## src/rtl/prog_loader.sv

```systemverilog
// Boot-time program loader: streams 2**ADDR_W bytes into program RAM while holding the CPU.
// Define PROG_LOADER_CHECKSUM_EN to append a trailing checksum byte and an ERR state.
module prog_loader #(
    parameter int ADDR_W = 4,
    parameter int DATA_W = 8
) (
    input  logic              clk,
    input  logic              rst,
    input  logic              start,
    input  logic [DATA_W-1:0] in_data,
    input  logic              in_valid,
    output logic              in_ready,
    output logic [ADDR_W-1:0] mem_addr,
    output logic [DATA_W-1:0] mem_wdata,
    output logic              mem_we,
    output logic              cpu_hold,
    output logic              busy,
    output logic              done,
    output logic              err,
    output logic [2:0]        dbg_state
);

    typedef enum logic [2:0] {
        S_IDLE  = 3'd0,
        S_LOAD  = 3'd1,
        S_WRITE = 3'd2,
        S_CHECK = 3'd3,
`ifdef PROG_LOADER_CHECKSUM_EN
        S_DONE  = 3'd4,
        S_ERR   = 3'd5
`else
        S_DONE  = 3'd4
`endif
    } state_t;

    localparam logic [ADDR_W-1:0] CNT_MAX = '1;

    state_t              state_q, state_d;
    logic [ADDR_W-1:0]   cnt_q, cnt_d;
    logic [ADDR_W-1:0]   addr_q, addr_d;
    logic [DATA_W-1:0]   wdata_q, wdata_d;
`ifdef PROG_LOADER_CHECKSUM_EN
    logic [DATA_W-1:0]   sum_q, sum_d;
`endif

    always_ff @(posedge clk or negedge rst) begin
        if (!rst) begin
            state_q <= S_IDLE;
            cnt_q   <= '0;
            addr_q  <= '0;
            wdata_q <= '0;
`ifdef PROG_LOADER_CHECKSUM_EN
            sum_q   <= '0;
`endif
        end else begin
            state_q <= state_d;
            cnt_q   <= cnt_d;
            addr_q  <= addr_d;
            wdata_q <= wdata_d;
`ifdef PROG_LOADER_CHECKSUM_EN
            sum_q   <= sum_d;
`endif
        end
    end

    // Handshake: a byte transfers on a rising edge where in_valid && in_ready are both high;
    // in_valid outside an in_ready cycle is ignored and nothing is consumed.
    // The write address/data registers double as the capture buffer, so they naturally
    // hold their last value between writes.
    always_comb begin
        state_d = state_q;
        cnt_d   = cnt_q;
        addr_d  = addr_q;
        wdata_d = wdata_q;
`ifdef PROG_LOADER_CHECKSUM_EN
        sum_d   = sum_q;
`endif
        unique case (state_q)
            S_IDLE: begin
                if (start) begin
                    state_d = S_LOAD;
                    cnt_d   = '0;
`ifdef PROG_LOADER_CHECKSUM_EN
                    sum_d   = '0;
`endif
                end
            end
            S_LOAD: begin
                if (in_valid) begin
                    addr_d  = cnt_q;
                    wdata_d = in_data;
                    state_d = S_WRITE;
                end
            end
            S_WRITE: begin
`ifdef PROG_LOADER_CHECKSUM_EN
                sum_d = sum_q + wdata_q;
`endif
                // The counter parks at its maximum; it never wraps inside a load.
                if (cnt_q == CNT_MAX) begin
                    state_d = S_CHECK;
                end else begin
                    cnt_d   = cnt_q + ADDR_W'(1);
                    state_d = S_LOAD;
                end
            end
            S_CHECK: begin
`ifdef PROG_LOADER_CHECKSUM_EN
                if (in_valid) begin
                    state_d = (in_data == sum_q) ? S_DONE : S_ERR;
                end
`else
                state_d = S_DONE;
`endif
            end
`ifdef PROG_LOADER_CHECKSUM_EN
            S_DONE, S_ERR: begin
`else
            S_DONE: begin
`endif
                if (start) begin
                    state_d = S_LOAD;
                    cnt_d   = '0;
`ifdef PROG_LOADER_CHECKSUM_EN
                    sum_d   = '0;
`endif
                end
            end
            default: state_d = S_IDLE;
        endcase
    end

    always_comb begin
        in_ready = 1'b0;
        busy     = 1'b0;
        mem_we   = 1'b0;
        done     = 1'b0;
        cpu_hold = 1'b1;
        unique case (state_q)
            S_LOAD: begin
                in_ready = 1'b1;
                busy     = 1'b1;
            end
            S_WRITE: begin
                mem_we = 1'b1;
                busy   = 1'b1;
            end
            S_CHECK: begin
`ifdef PROG_LOADER_CHECKSUM_EN
                in_ready = 1'b1;
`endif
                busy = 1'b1;
            end
            S_DONE: begin
                done     = 1'b1;
                cpu_hold = 1'b0;
            end
            default: begin
                in_ready = 1'b0;
            end
        endcase
    end

`ifdef PROG_LOADER_CHECKSUM_EN
    assign err = (state_q == S_ERR);
`else
    assign err = 1'b0;
`endif

    assign mem_addr  = addr_q;
    assign mem_wdata = wdata_q;
    assign dbg_state = state_q;

endmodule

```

## config.mk

```make
export PLATFORM = sky130hd
export DESIGN_NAME = prog_loader
export DESIGN_NICKNAME = d
export VERILOG_FILES = /design/src/rtl/prog_loader.sv
export SDC_FILE = /design/constraint.sdc
export NUM_CORES = 1
export LEC_CHECK = 0
export CAP_MARGIN = 20
export CORE_UTILIZATION = 42
export DETAILED_ROUTE_END_ITERATION = 12
export PLACE_DENSITY_LB_ADDON = 0.08
export SLEW_MARGIN = 20
export SYNTH_ARGS = -nofsm -noshare
export SYNTH_HDL_FRONTEND = slang
export SYNTH_SLANG_ARGS = --single-unit
```

## constraint.sdc

```tcl
create_clock -name clk -period 1.75 [get_ports clk]
set_input_delay 0.175 -clock clk [delete_from_list [all_inputs] [get_ports clk]]
set_output_delay 0.175 -clock clk [all_outputs]
set_load 0.01 [all_outputs]
```

### Word level (Yosys, flattened, before mapping)

Cells that the tools add are included.

| cells by class | value |
|---|---|
| reductions and logical operators | 7 |
| add/subtract/negate cells | 1 |
| muxes and demuxes | 12 |
| equality and inequality tests | 8 |

Operator list:

| cell | count |
|---|---|
| 3-bit one-hot mux with 4 select lines | 1 |
| 4-bit two-way mux | 2 |
| 4-bit one-hot mux with 2 select lines | 1 |
| 3-bit by 2-bit == test with 1-bit output (second input constant) | 2 |
| 3-bit two-way mux | 2 |
| 1-bit two-way mux | 5 |
| 4-bit by 1-bit adder with 4-bit output (second input constant) | 1 |
| 4-bit == test (second input constant) | 1 |
| 2-bit inequality test (second input constant) | 2 |
| 2-bit AND reduction | 2 |
| 3-bit by 1-bit == test with 1-bit output (second input constant) | 1 |
| 3-bit == test (second input constant) | 1 |
| 3-bit zero test | 1 |
| 3-bit AND reduction | 1 |
| 3-bit OR reduction | 1 |
| 2-bit two-way mux | 1 |
| 2-bit by 1-bit inequality test with 1-bit output (second input constant) | 1 |
| 2-bit nonzero test | 1 |
| 2-bit OR reduction | 1 |

| storage, ports and cells | value |
|---|---|
| register bits after elaboration | 19 |
| bits of input ports | 12 |

### Longest topological paths before layout

| logic depth | value |
|---|---|
| depth in word-level cells | 4 |
| gate-level depth with buffers | 5 |

### Worst setup path after synthesis

No wires, ideal clock.

| path | value |
|---|---|
| path kind | reg-to-reg |
| start | reg state_q[1], in the netlist dbg_state[1] |
| end | reg wdata_q[0], in the netlist mem_wdata[0] |
| required time | 1.625 ns |
| setup time | 0.125 ns |
| data arrival time | 1.448 ns |
| slack | 0.177 ns |
| buffers on the path | 2 |
| cell stages (with the launch flop) | 6 |
| cells stage by stage | dfrtp_1 > buf_2 > nand2b_4 > nor3b_4 > buf_6 > mux2_2 |

| between the ends | value |
|---|---|
| word-level cells in the longest chain between the ends | 2 |

Ends and longest elaborated chain:

| item | line | text |
|---|---|---|
| start, declared | 38 | `state_t state_q, state_d;` |
| start signal, assigned | 56 | `state_q <= state_d;` |
| 3-bit by 1-bit == test with 1-bit output | 78 | `unique case (state_q)` |
| 2-bit AND reduction (no line) | -- |  |
| end signal, assigned | 59 | `wdata_q <= wdata_d;` |
| end, declared | 41 | `logic [DATA_W-1:0] wdata_q, wdata_d;` |

No other way between the ends.
A chain may end at the register's enable or synchronous reset.

### Worst setup path after layout

| path | value |
|---|---|
| start | reg state_q[0], in the netlist dbg_state[0] |
| end | out mem_we |

| between the ends | value |
|---|---|
| word-level cells in the longest chain between the ends | 2 |

Ends and longest elaborated chain:

| item | line | text |
|---|---|---|
| 3-bit by 2-bit == test with 1-bit output | 139 | `unique case (state_q)` |
| 1-bit two-way mux | 139 |  |
| end, declared | 15 | `output logic mem_we,` |

No other way between the ends.

==> flow_summary_export.csv <==
group,metric,value,unit
final_layout,design_area,1330,um2
cts,cts-root-buf,"clkbuf_4",
detailed_routing,viasPerCell,5.14,
placed_design,io_buffers,31,
synth,postSynthRegisterBits,19,
critical_path,timing.critical_path.cells,"nor3b_2, clkdlybuf4s50_1",
synth,synth.largest_area_cell,"dfrtp_1",
cts,tritoncts_sinks,19,
final_layout,insertedDiodeCount,0,
detailed_routing,totalWireLength,1.83,mm
detailed_routing,route.detailed.drc,0,
cts,cts-buffers-inserted,3,
critical_path,crit_path_top_delay_cell,"clkdlybuf4s50_1",
sta,timing_hold_violations_final,0,
cts,cts-htree-levels,1,
cts,tritoncts,"done",
detailed_routing,wl_per_cell,13.2,um
job,cap_viol_max_count,0,
global_route,grt_pass1_vias,637,
synth,post_synth_num_cell_types,26,
detailed_routing,top_layer_used,"met4",
critical_path,end_kind,"output port",
critical_path,worst_ep_required_time,1.57,ns
synth,yosysWarnings,0,
sta,timing.clock.skew,0.00545,ns
synth,postSynthAreaPerCell,12.3,um2
sta,grt_setup_unrepaired,"false",
sta,max_freq,592,MHz
final_layout,area.growth.synth_to_final,50.4,%
die,core_area,1960,um2
cts,cts-hold-fix-buffers,0,
synth,synth_enable_flop_cells,0,
detailed_routing,wl_met1,814,um
cts,clk_pin_slew_worst_paths,0.10,ns
cts,clock_tree.buffer_depth,2,
synth,netlist_instances,72,
pwr,peakVddDrop,0.882,mV
die,chipWidth,47.8,um
synth,synth_nets,85,
sta,timing.final.max_slew_violations,0,
placed_design,placement.cell_area,1250,um2
min_path,holdCritPathClass,"in -> async",
final_layout,num-fill-cells,165,
global_route,antenna_found_initial,0,
cts,clock_latency,0.29,ns
final_layout,nets,125,
synth,post_synthesis_cell_area,882,um2
die,start_util,45.0,%
run_status,run_status,"finished, final reports clean",
synth,synth-async-reset-ratio,100,%
detailed_routing,wl_met3,124,um
detailed_routing,detail_route.iter0.violations,17,
pwr,p_per_area,1660,nW/um2
die,io_pins,33,
sta,final_min_period_over_clock_period,96.4,%
die,die_h,47.8,um
synth,synth.yosys.seq_area_share,53.9,%
synth,synth_top_cells_by_area,"dfrtp_1, mux2_2, a21oi_1",
placed_design,post-dp-hpwl,1.29,mm
critical_path,timing.critical_path.arrival,1.51,ns
global_route,gr-total-overflow,0,
global_route,globalRouteTotalUtil,17.1,%
sta,finalSetupViolations,0,
synth,synth_top_area_share,53.9,%
detailed_routing,routed-wl-met2,878,um
critical_path,crit_path_start_kind,"register",
critical_path,max_stage_delay,0.57,ns
die,die_area,2290,um2
pwr,leakage,0.584,nW
sta,fin_tns_setup,0,ns
placed_design,gp_routability_congestion,0.875,
critical_path,critical_path_class,"reg -> out",
sta,period_needed,1.69,ns
critical_path,worst_path_maximum_fanout,3,
global_route,grt_pass1_wl,2.71,mm
die,rows,16,
detailed_routing,drt_first_pass_iters,4,
synth,ys.flop_type,"dfrtp_1",
detailed_routing,antenna_viol_nets_final,0,
detailed_routing,detailroute.via_count,710,
global_route,grt_max_degree,20,
final_layout,drive_gt1_share,30.6,%
-- report_power, final --
| part | leakage (nW) | internal, mW | switching [mW] |
|---|---|---|---|
| clock | 0.0150 | 0.0884 | 0.125 |
| combinational | 0.333 | 0.729 | 0.475 |
| sequential | 0.236 | 0.629 | 0.151 |
| total | 0.584 | 1.45 | 0.751 |
-- area by class of cell --
type | instances | area [um2] | share of cell area (%)
flip-flops and latches | 19 | 478 | 36.0
repair buffers | 40 | 400 | 30.2
multi-input cells | 45 | 377 | 28.4
inverters | 3 | 11.3 | 0.849
well taps | 27 | 33.8 | 2.55
clock buffers | 4 | 26.3 | 1.98
-- through the flow --
| stage | total power, mW | worst slack [ns] | instances | hold WS (ns) | utilization (%) |
|---|---|---|---|---|---|
| 3_5_place_dp | 1.93 | 0.101 | 131 | 0.495 | 63.8 |
| 6_report | 2.20 | 0.0622 | 138 | 0.209 | 67.6 |
| 5_1_grt | 2.36 | 0.0180 | 138 | 0.233 | 67.6 |
| 3_3_place_gp | 1.90 | 0.167 | 131 | 0.488 | 63.8 |
| 4_1_cts | 2.20 | 0.0136 | 137 | 0.216 | 66.8 |
| 2_1_floorplan | 1.33 | 0.177 | 72 | -0.121 | - |
-- synth_stat cells (2+ instances only) --
cell type,instances
a31o_2,2
a31oi_1,3
dfrtp_1,19
nand3b_1,2
clkbuf_1,2
nand2_1,2
nand4_1,2
inv_1,3
mux2_2,12
a21oi_1,4
o21ai_0,3
nor2_1,4
-- per-layer routing --
layer	GRT usage, %	vias up
met2	26.8	27
met1	24.3	344
met4	3.89	0
li1	-	337
met5	0	-
met3	3.77	2
-- path summary, 6_finish.rpt --
kind | slack, ns | cells after the start | from | to
hold / removal | 0.21 | 2 | rst | dbg_state[2]
setup reg to reg | 0.14 | 6 | dbg_state[0] | mem_wdata[6]
hold reg to reg | 0.52 | 1 | mem_wdata[3] | mem_wdata[3]
max in group asynchronous | 1.32 | 2 | rst | dbg_state[1]
min in group clk | 0.50 | 2 | in_data[1] | mem_wdata[1]
setup / recovery | 0.06 | 2 | dbg_state[0] | mem_we
-- cells by family after synthesis --
logic type / after synthesis / synth area share (%)
flops: 19 / 53.9
other cells: 1 / 0.425
fa+ha+maj: 1 / 1.42
mux: 12 / 15.3
compound gates: 16 / 12.5
buf+inv: 8 / 4.82
simple gates: 15 / 11.6
-- flip-flops by register name (all words and copies together) (netlist names) --
signal	cells
cnt_q	4
dbg_state	3
mem_addr	4
mem_wdata	8
-- what timing repair did --
action	4_1_cts	5_1_grt
pin swaps	1	0
setup buffers	2	1
resized for setup	7	3
endpoints found under the setup margin	5	3
-- worst max-delay path: cells and delay by family, from the launching register on --
kind | cells | cell delay [ns]
simple gates | 1 | 0.20
flops | 1 | 0.46
buf+inv | 1 | 0.57
-- cells in the final DEF (no fill, tap or decap), types with 2 or more instances in the layout --
cell and instances:
inv_1 3, a21oi_1 4, nor2_1 3, o21ai_0 3, dfrtp_1 17, nand2_1 2
clkbuf_4 3, buf_4 7, dlymetal6s2s_1 3, clkdlybuf4s50_1 27, dfrtp_2 2, mux2_2 12
nand4_1 2, a31oi_1 3, a31o_2 2, nand3b_1 2
No activity file was read; power rests on OpenSTA's default activity.
